<file path="src/rtl/if_id_fetch_queue.sv">
// Fetch-to-decode instruction queue: a DEPTH-entry circular buffer of (pc, inst)
// pairs delivered in program order, emptied by a control-flow redirect (flush).
module if_id_fetch_queue #(
  parameter int DEPTH  = 4,
  parameter int PC_W   = 64,
  parameter int INST_W = 32
) (
  input  logic                       clk,
  input  logic                       rst,
  input  logic                       flush,
  input  logic                       in_valid,
  output logic                       in_ready,
  input  logic [PC_W-1:0]            in_pc,
  input  logic [INST_W-1:0]          in_inst,
  output logic                       out_valid,
  input  logic                       out_ready,
  output logic [PC_W-1:0]            out_pc,
  output logic [INST_W-1:0]          out_inst,
  output logic [$clog2(DEPTH):0]     count
);

  localparam int AW = $clog2(DEPTH);
  localparam int CW = AW + 1;
  localparam logic [CW-1:0] FULL_CNT = CW'(DEPTH);

  logic [AW-1:0]     wr_ptr_q, wr_ptr_d;
  logic [AW-1:0]     rd_ptr_q, rd_ptr_d;
  logic [CW-1:0]     count_q, count_d;
  logic [PC_W-1:0]   pc_mem   [DEPTH];
  logic [INST_W-1:0] inst_mem [DEPTH];
  logic              push, pop;

  // Handshakes: a transfer happens on a rising edge where valid & ready are both
  // high. Ready depends only on registered state, so a pop never frees a slot
  // for a push in the same cycle, and a push is dropped while flush is high.
  assign in_ready  = (count_q < FULL_CNT);
  assign out_valid = (count_q != '0);
  assign push      = in_valid & in_ready & ~flush;
  assign pop       = out_valid & out_ready;

  assign out_pc   = out_valid ? pc_mem[rd_ptr_q]   : '0;
  assign out_inst = out_valid ? inst_mem[rd_ptr_q] : '0;
  assign count    = count_q;

  always_comb begin
    wr_ptr_d = wr_ptr_q;
    rd_ptr_d = rd_ptr_q;
    count_d  = count_q;
    if (flush) begin
      // A pop in this cycle still hands the head to decode; everything else goes.
      rd_ptr_d = wr_ptr_q;
      count_d  = '0;
    end else begin
      if (push) wr_ptr_d = wr_ptr_q + AW'(1);
      if (pop)  rd_ptr_d = rd_ptr_q + AW'(1);
      case ({push, pop})
        2'b10:   count_d = count_q + CW'(1);
        2'b01:   count_d = count_q - CW'(1);
        default: count_d = count_q;
      endcase
    end
  end

  always_ff @(posedge clk) begin
    if (rst) begin
      wr_ptr_q <= '0;
      rd_ptr_q <= '0;
      count_q  <= '0;
    end else begin
      wr_ptr_q <= wr_ptr_d;
      rd_ptr_q <= rd_ptr_d;
      count_q  <= count_d;
    end
  end

  // Payload storage needs no reset: outputs are masked while the queue is empty.
  always_ff @(posedge clk) begin
    if (!rst && push) begin
      pc_mem[wr_ptr_q]   <= in_pc;
      inst_mem[wr_ptr_q] <= in_inst;
    end
  end

  a_no_push_when_full: assert property (@(posedge clk) disable iff (rst)
    (count_q == FULL_CNT) |-> !push);
  a_no_pop_when_empty: assert property (@(posedge clk) disable iff (rst)
    (count_q == '0) |-> !pop);
  a_count_in_range: assert property (@(posedge clk) disable iff (rst)
    count_q <= FULL_CNT);

endmodule

</file>
<file path="config.mk">
export PLATFORM = sky130hd
export DESIGN_NAME = if_id_fetch_queue
export DESIGN_NICKNAME = d
export VERILOG_FILES = /design/src/rtl/if_id_fetch_queue.sv
export SDC_FILE = /design/constraint.sdc
export NUM_CORES = 1
export LEC_CHECK = 0
export CAP_MARGIN = 25
export CORE_MARGIN = 3
export CORE_UTILIZATION = 45
export DETAILED_ROUTE_END_ITERATION = 7
export PLACE_DENSITY_LB_ADDON = 0.12
export SYNTH_ARGS = -nofsm -noshare
export SYNTH_HDL_FRONTEND = slang
export SYNTH_SLANG_ARGS = --single-unit
</file>
<file path="constraint.sdc">
create_clock -name clk -period 9.9 [get_ports clk]
set_input_delay 2.97 -clock clk [delete_from_list [all_inputs] [get_ports clk]]
set_output_delay 2.97 -clock clk [all_outputs]
set_load 0.02 [all_outputs]
</file>
; Word-level counts from Yosys, hierarchy flattened
; Memories as Yosys holds them, arrays and structs flattened. A register that Yosys moved wholly into a read port is not among the register bits.
; Cells that the tools add are included.
[word_totals]
n_memories = 2
input_bits = 101
latch_bits = 0
wordCells = 34
rom_bits = 0
out_inout_bits = 101
mem_bits_rw = 384
reg_bits = 7
[memory_table]
columns = name, depth, width, read_ports, rd_ports_with_merged_regs, wr, line_no
row1 = pc_mem, 4, 64, 1, 1, 1, 29  ; logic [PC_W-1:0] pc_mem [DEPTH];
row2 = inst_mem, 4, 32, 1, 1, 1, 30  ; logic [INST_W-1:0] inst_mem [DEPTH];
[classes]
eq_ne = 2
muxes = 11
n_mul = 0
n_bitwise = 4
magnitude_cmp = 1
div = 0
shifts = 0
n_reduce_logical = 7
n_addsub = 4
[ops]
columns = cell, n
row1 = $mux 64, 1
row2 = $mux 32, 1
row3 = $mux 2, 6
row4 = $pmux 3 s2, 1
row5 = $add 2x1->2 const B, 2
row6 = $reduce_bool 2->1, 2
row7 = $add 3x1->3 const B, 1
row8 = $and 1x1->1, 3
row9 = $lt 3x3->1 const B, 1
row10 = $reduce_bool 3->1, 1
row11 = $sub 3x1->3 const B, 1
row12 = $eq 2x1->1 const B, 1
row13 = $eq 2x2->1 const B, 1
row14 = $mux 1, 2
row15 = $reduce_and 2->1, 1
row16 = $reduce_or 2->1, 1
row17 = $logic_and 1x1->1, 1
row18 = $logic_not 1->1, 1
row19 = $not 1->1, 1

; Depth between registers and ports, before layout
[logic_depth]
word_depth = 6
mapped_depth = 10
depth_no_buf = 8

; Worst setup path before layout
; OpenSTA, ideal clock, no wires.
[synth_timing]
path_type = input -> register
from = input port flush
to = memory inst_mem[0][0] (enable)
t_arrival_ns = 5.830
n_path_buf = 1
slack_ns = 3.604
stages = 3
cell_sequence = clkbuf_1 -> nor4b_1 -> and2_1
[synth_between]
elab_chain_len = 5
[synth_rtl]
columns = element, line_no
row1 = "start, declared", 10  ; input logic flush,
row2 = $not 1->1 (no line), --
row3 = $and 1x1->1, 38  ; assign push = in_valid & in_ready & ~flush;
row4 = $logic_and 1x1->1, 78  ; if (!rst && push) begin
row5 = $mux 1, 78
row6 = $mux 1 (not written as such), 80  ; inst_mem[wr_ptr_q] <= in_inst;
row7 = "end, declared", 30
; No other way between the ends.

==> metrics.txt <==
largest net degree at the start of global routing 60; Clk Latency, worst-skew pair 0.52 ns; Req. time, crit path 6.93 ns; cell taking the most area after synthesis edfxtp_1; Synth Flop Type edfxtp_1; Max-slew headroom 39.2%; Clk pwr share 39.9%; RePlAce Congestion 0.705; layout cells sized above 1 17.9%; Starting Density 45.8%; Logic pwr share 6.6%; CTS clock-pin slew for the worst setup and hold paths 0.06 ns; fin crit share 67.1%; Final ANT Viol Nets 0; mux cell area share after synthesis 14.5%; Vias/cell 5.20; Clock Sinks 393; post-CTS resize count 0; GR Overflow Total 0; syn_nets 769; Finished Layout Cells 1352; Die Span Y 188 um; synth top area cells edfxtp_1 (77%), mux4_2 (14%), and2_1 (4.2%); CTS H-Tree Depth 2; post-DP HPWL 17.5 mm; final setup fails 0; slowest stage cell on the critical path dfxtp_4; sequential-to-total area share from yosys stat 78.2%; Switching Fraction 20.1%; crit-path max cell delay 0.90 ns; Worst setup SP type register; CTS Root Cell clkbuf_16; RSZ-0062 raised after global routing false; WS Path Type register to output pin; YS warnings 0; Tot GR Track Use 17.2%; initial antenna violation count 3; crit path DAT 3.68 ns; row count 66; CP cell instances buf_4 > mux4_2 > and2_1 > clkdlybuf4s50_1; First DRT Iteration DRCs 427; number of synthesized flops with an enable pin 384; share of flip-flops with an asynchronous set or reset 0%; Wirelength per Cell 22.3 um; DR vias 7026; Core Region 0.0327 mm^2; Final TNS setup 0 ns; Hold/Removal Path Class register to register; post-synthesis average cell area 22.6 um^2; NumNets Final 987; Post-CTS Repair Setup Buffers 0; Seq. cell area 0.0117 mm^2; filler instances 2471; post-synth top area share 77.0%; first-pass GRT wire length 46.7 mm; CP Capture Type output pin; first-pass iteration count of the detailed router 4; switching power of the nets 0.700 mW; Internal Pwr Total 2.79 mW; clk buf depth 3; CTS Buf Count 42; Post-CTS Hold Buffers 0; largest family of logic cells by synthesized area multiplexers; Remaining DRCs 0; Worst Skew 0.0112 ns; Final min period 6.65 ns; Die X 188 um; maximum VDD drop 0.142 mV; Slew Viols, Final 0; PwrDens 187 mW/mm^2; synthesis-stage register bit count 393; area grow syn2layout 24.6%; Hold Vio Cnt, Final 0; number of global-route vias before repair 7987; full die area 0.0355 mm^2; sequential share of power 53.5%; outcome finished, final reports clean; Max-cap violations 0; Worst-Margin Slew 0.912 ns; Compound-Gate Fraction of Synth Area 0.401%; Leak 5.85 nW; Fmax achieved 0.150 GHz; multi-input logic area 0.00305 mm^2; TritonCTS clock tree done; Synth Area in XOR/XNOR 0.234%; Port Buffers 201; CP max FO 42; Synth Area in Adders 0.551%; DRT Wirelength 30.2 mm; Yosys cell types 27; Cells after Synth 662; Ports 202; Mapped Area 0.0150 mm^2; Cells after DPL 1278; Synth Area in Simple Gates 4.61%
layout make-up:
type                       count  area share (%)
clock buffer                  51            5.93
tap                          442            2.96
multi-input combinational    227            16.4
antenna                        3          0.0402
timing repair buffer         209            11.1
clock inverter                20           0.644
inverter                       7           0.141
sequential                   393            62.8
routing by layer:
metal / global-route usage [%] / routed length (um) / up-vias
met2: 30.0 / 15600 / 184
met5: 0 / 13 / -
met1: 21.7 / 12000 / 3655
met3: 4.60 / 1990 / 46
li1: - / - / 3139
met4: 4.12 / 583 / 2
worst max-delay path: cells and delay by family, from the launching register on:
family	cells	cell delay, ns
buf+inv	2	1.39
flops	1	0.90
mux	1	0.62
simple gates	1	0.20
power groups by stage:
stage | Combinational (mW) | Clock, mW | Sequential, mW
floorplan | 0.130 | 0 | 1.89
global placement | 0.229 | 0 | 1.90
detailed placement | 0.234 | 0 | 1.90
CTS | 0.235 | 1.43 | 1.87
global route | 0.248 | 1.51 | 1.87
finish | 0.230 | 1.39 | 1.87
cells in the mapped netlist (2+ instances only):
master	instances
clkbuf_1	17
xnor2_1	2
buf_6	5
mux4_2	96
edfxtp_1	384
a21oi_1	3
ha_1	5
or3_1	2
nor3_1	2
and2_1	101
inv_1	7
xor2_1	2
dfxtp_1	9
buf_2	12
nor2_1	3
kinds of logic after synthesis:
group,count (synthesis)
compound gates,9
xor+xnor,4
fa+ha+maj,6
buf+inv,42
flops,393
mux,97
simple gates,111
stage by stage:
step / util [%] / power (mW) / instance area (um^2) / setup slack [ns] / hold slack [ns]
after floorplan: - / 2.02 / 15000 / 3.60 / 0.514
after global placement: 53.3 / 2.13 / 17400 / 3.63 / 0.529
after detailed placement: 53.3 / 2.14 / 17400 / 3.61 / 0.573
after CTS: 57.0 / 3.54 / 18600 / 3.08 / 0.582
after global routing: 57.0 / 3.63 / 18700 / 2.88 / 0.637
final: 57.0 / 3.49 / 18700 / 3.25 / 0.587
state kept, by name (all words and copies together), names as in the netlist, named ones only:
name / cells
count: 3
inst_mem: 128
pc_mem: 256
rd_ptr_q: 2
wr_ptr_q: 2
worst paths after layout:
check        startpoint          to  slack [ns]  cells after the start
max            register  out_pc[25]        3.25                      4
min            count[2]    count[2]        0.59                      2
max reg2reg    count[2]    count[2]        6.44                      9
min reg2reg    count[2]    count[2]        0.59                      2
layout by cell type (no fill, tap or decap):
cell and count:
a21boi_0 1, clkinv_2 5, nor2_1 3, nor3b_1 1, xnor2_1 2, o21a_1 1
and2_4 4, and3b_1 1, or3_2 1, bufinv_16 1, buf_4 8, ha_1 5
fa_1 1, clkbuf_16 43, edfxtp_1 384, dfxtp_1 7, xor2_1 2, inv_8 1
inv_6 1, diode_2 3, inv_1 7, mux4_2 96, a211oi_1 1, a21oi_1 3
mux2i_1 1, clkinv_1 12, dfxtp_4 2, o31a_1 1, o21ai_0 1, or3_1 1
nor3_1 2, clkdlybuf4s50_1 201, o311ai_0 1, nor4b_1 1, clkbuf_1 8, and2_1 97
No activity file was read; power rests on OpenSTA's default activity.
==> RTL edit (same flow settings) <==
`INST_W`: 32 -> 24.
--- a/src/rtl/if_id_fetch_queue.sv
+++ b/src/rtl/if_id_fetch_queue.sv
@@ -4,5 +4,5 @@
   parameter int DEPTH  = 4,
   parameter int PC_W   = 64,
-  parameter int INST_W = 32
+  parameter int INST_W = 24
 ) (
   input  logic                       clk,
Ports: changed (resized in_inst and out_inst); port bits go from 202 to 186. No check against the original RTL was run, so the function may have changed too.
==> RTL edit against the unedited design <==
Sequential cell count down 32; clock power fell by 9%; area after synthesis fell by 8.1%; worst setup slack gained 0.26 ns; routed wire length shrank 9.5%; first-iteration DRC count is 2.6% lower; register-to-register slack improved by 0.64 ns; final area fell by 7.8%; total power decreased by 8.5%; critical path depth is 1 higher; critical path type unchanged.
==> RTL edit: results (changes against the unedited design) <==
\begin{tabular}{lr}
\hline
Metric & Value \\
\hline
\multicolumn{2}{l}{\textbf{Layout}} \\
Share of post-route cells with drive strength above 1 & 18.65\% (+0.79 points) \\
Layout net count & 913 (-7.5\%) \\
Antenna fix cells & 0 (-3) \\
Register containing the most flip-flops in the final layout & pc\_mem \\
\multicolumn{2}{l}{\textbf{Global route}} \\
Initial antenna violation count & 1 (-2) \\
Global router's overall resource usage & 16.83\% (-0.37 points) \\
Number of global-route vias before repair & 7182 (-10\%) \\
Global-route wire length before repair & 42070 um (-10\%) \\
Maximum number of pins on one net before global-route repair & 66 (+10\%) \\
\multicolumn{2}{l}{\textbf{Timing}} \\
Slew at the pin closest to its max-slew limit & 0.9169 ns (+0.005205 ns) \\
Clock Skews & 0.01603 ns (+0.004864 ns) \\
\multicolumn{2}{l}{\textbf{Place}} \\
HPWL after detailed placement & 16390 um (-6.5\%) \\
Placed insts & 1164 (-8.9\%) \\
Final weighted congestion in routability-driven placement & 0.7272 (+3.1\%) \\
Count of input and output buffers & 185 (-8.0\%) \\
\multicolumn{2}{l}{\textbf{Worst setup path}} \\
Depth of the worst register-to-register path & 3 (-6) \\
Crit path DAT & 3.42 ns (-0.26 ns) \\
Crit Path Max Fanout & 41 (-2.4\%) \\
Worst reg-to-reg setup slack & 7.08 ns (+0.64 ns) \\
Endpoint of the worst register-to-register path & inst\_mem[1][10]\$\_DFFE\_PP\_ \\
\multicolumn{2}{l}{\textbf{Drt}} \\
Post-detailed-route wirelength per cell & 22.15 um (-0.70\%) \\
Number of DRC markers after the initial detailed-route iteration & 416 (-2.6\%) \\
Via-to-Cell Ratio & 5.261 (+1.2\%) \\
Number of vias in the routed layout & 6482 (-7.7\%) \\
\multicolumn{2}{l}{\textbf{Worst hold path}} \\
Worst Hold End & wr\_ptr\_q[1]\$\_SDFFE\_PP0P\_ \\
\multicolumn{2}{l}{\textbf{Synthesis}} \\
Number of unique standard cell types used by synthesis & 28 (+3.7\%) \\
Register area share after synthesis & 78.09\% (-0.10 points) \\
Post-Synthesis Cells & 611 (-7.7\%) \\
Top cell types by occurrence after synthesis & 352 x edfxtp\_1, 93 x and2\_1, 88 x mux4\_2, 17 x clkbuf\_1, 11 x buf\_2 \\
Net count after synthesis & 710 (-7.7\%) \\
Most instantiated flip-flop cell in the synthesis netlist & edfxtp\_1 \\
Number of synthesized flops with an enable pin & 352 (-8.3\%) \\
Main area contributors after synthesis & edfxtp\_1 77\%, mux4\_2 14\%, and2\_1 4.2\%, dfxtp\_1 1.3\%, clkbuf\_1 0.46\% \\
\multicolumn{2}{l}{\textbf{CTS}} \\
Clk Tree Root Cell & clkbuf\_16 \\
TritonCTS Buffers & 37 (-12\%) \\
\multicolumn{2}{l}{\textbf{Power}} \\
Worst VDD drop & 0.1462 mV (+2.8\%) \\
Static Leakage & 5.410 nW (-7.5\%) \\
\multicolumn{2}{l}{\textbf{Outcome}} \\
Outcome & finished, final reports clean \\
\hline
\end{tabular}
-- RTL edit: cell types whose count changed after synthesis, sizes merged --
cell	change
and2	-8
mux4	-8
buf	-3
edfxtp	-32
-- RTL edit: through the flow --
step / cell area [um2] / total power (W) / util (%) / hold WS (ns) / worst slack, ns
floorplan: 13770 / 0.001857 / - / 0.5136 / 3.793
global placement: 16000 / 0.001960 / 53.55 / 0.5411 / 3.578
detailed placement: 16080 / 0.001965 / 53.83 / 0.5501 / 3.592
CTS: 17180 / 0.003236 / 57.51 / 0.5613 / 3.033
global route: 17210 / 0.003313 / 57.60 / 0.6204 / 3.254
finish: 17210 / 0.003195 / 57.60 / 0.5633 / 3.510
-- RTL edit: logic make-up after synthesis --
family | Yosys count | synth area share [%]
mux | 89 | 14.47
xor+xnor | 4 | 0.2545
simple gates | 103 | 4.653
fa+ha+maj | 6 | 0.5998
buf+inv | 39 | 1.500
flops | 361 | 78.09
compound gates | 9 | 0.4363
-- RTL edit: worst max-delay path, stage by stage, from the launching register on --
cell             delay, ns
dfxtp_4               0.48
buf_16                0.32
buf_4                 0.69
mux4_2                0.60
and2_1                0.19
clkdlybuf4s50_1       0.56
-- RTL edit: cell type report --
cell class / instances / area (um2)
clock buffer: 46 / 959.7
clock inverter: 21 / 141.4
fill: 2227 / 12670
inverter: 7 / 26.28
multi-input combinational: 211 / 2821
sequential: 361 / 10760
tap: 390 / 488.0
timing repair buffer: 196 / 2014
-- RTL edit: where the power goes --
part / switching, W / internal, W / total (W)
Combinational: 0.000103 / 0.000118 / 0.000220
Sequential: 0.0000104 / 0.00170 / 0.00171
Clock: 0.000546 / 0.000719 / 0.00127
-- RTL edit: per-layer routing --
metal,share of wire [%],vias up,track usage [%]
met1,41,3358,22.44
met2,51,185,28.65
met4,2.2,2,4.851
met3,5.3,44,3.121
li1,-,2893,-
met5,0.037,-,0
-- RTL edit: worst max-delay path by stage --
stage | from | endpoint | slack (ns)
2_1_floorplan | flush | inst_mem[0][0]$_DFFE_PP_ | 3.79
3_3_place_gp | register | out_inst[22] | 3.58
3_5_place_dp | register | out_pc[48] | 3.59
4_1_cts | register | out_pc[48] | 3.03
5_1_grt | register | out_pc[17] | 3.25
6_report | register | out_pc[17] | 3.51
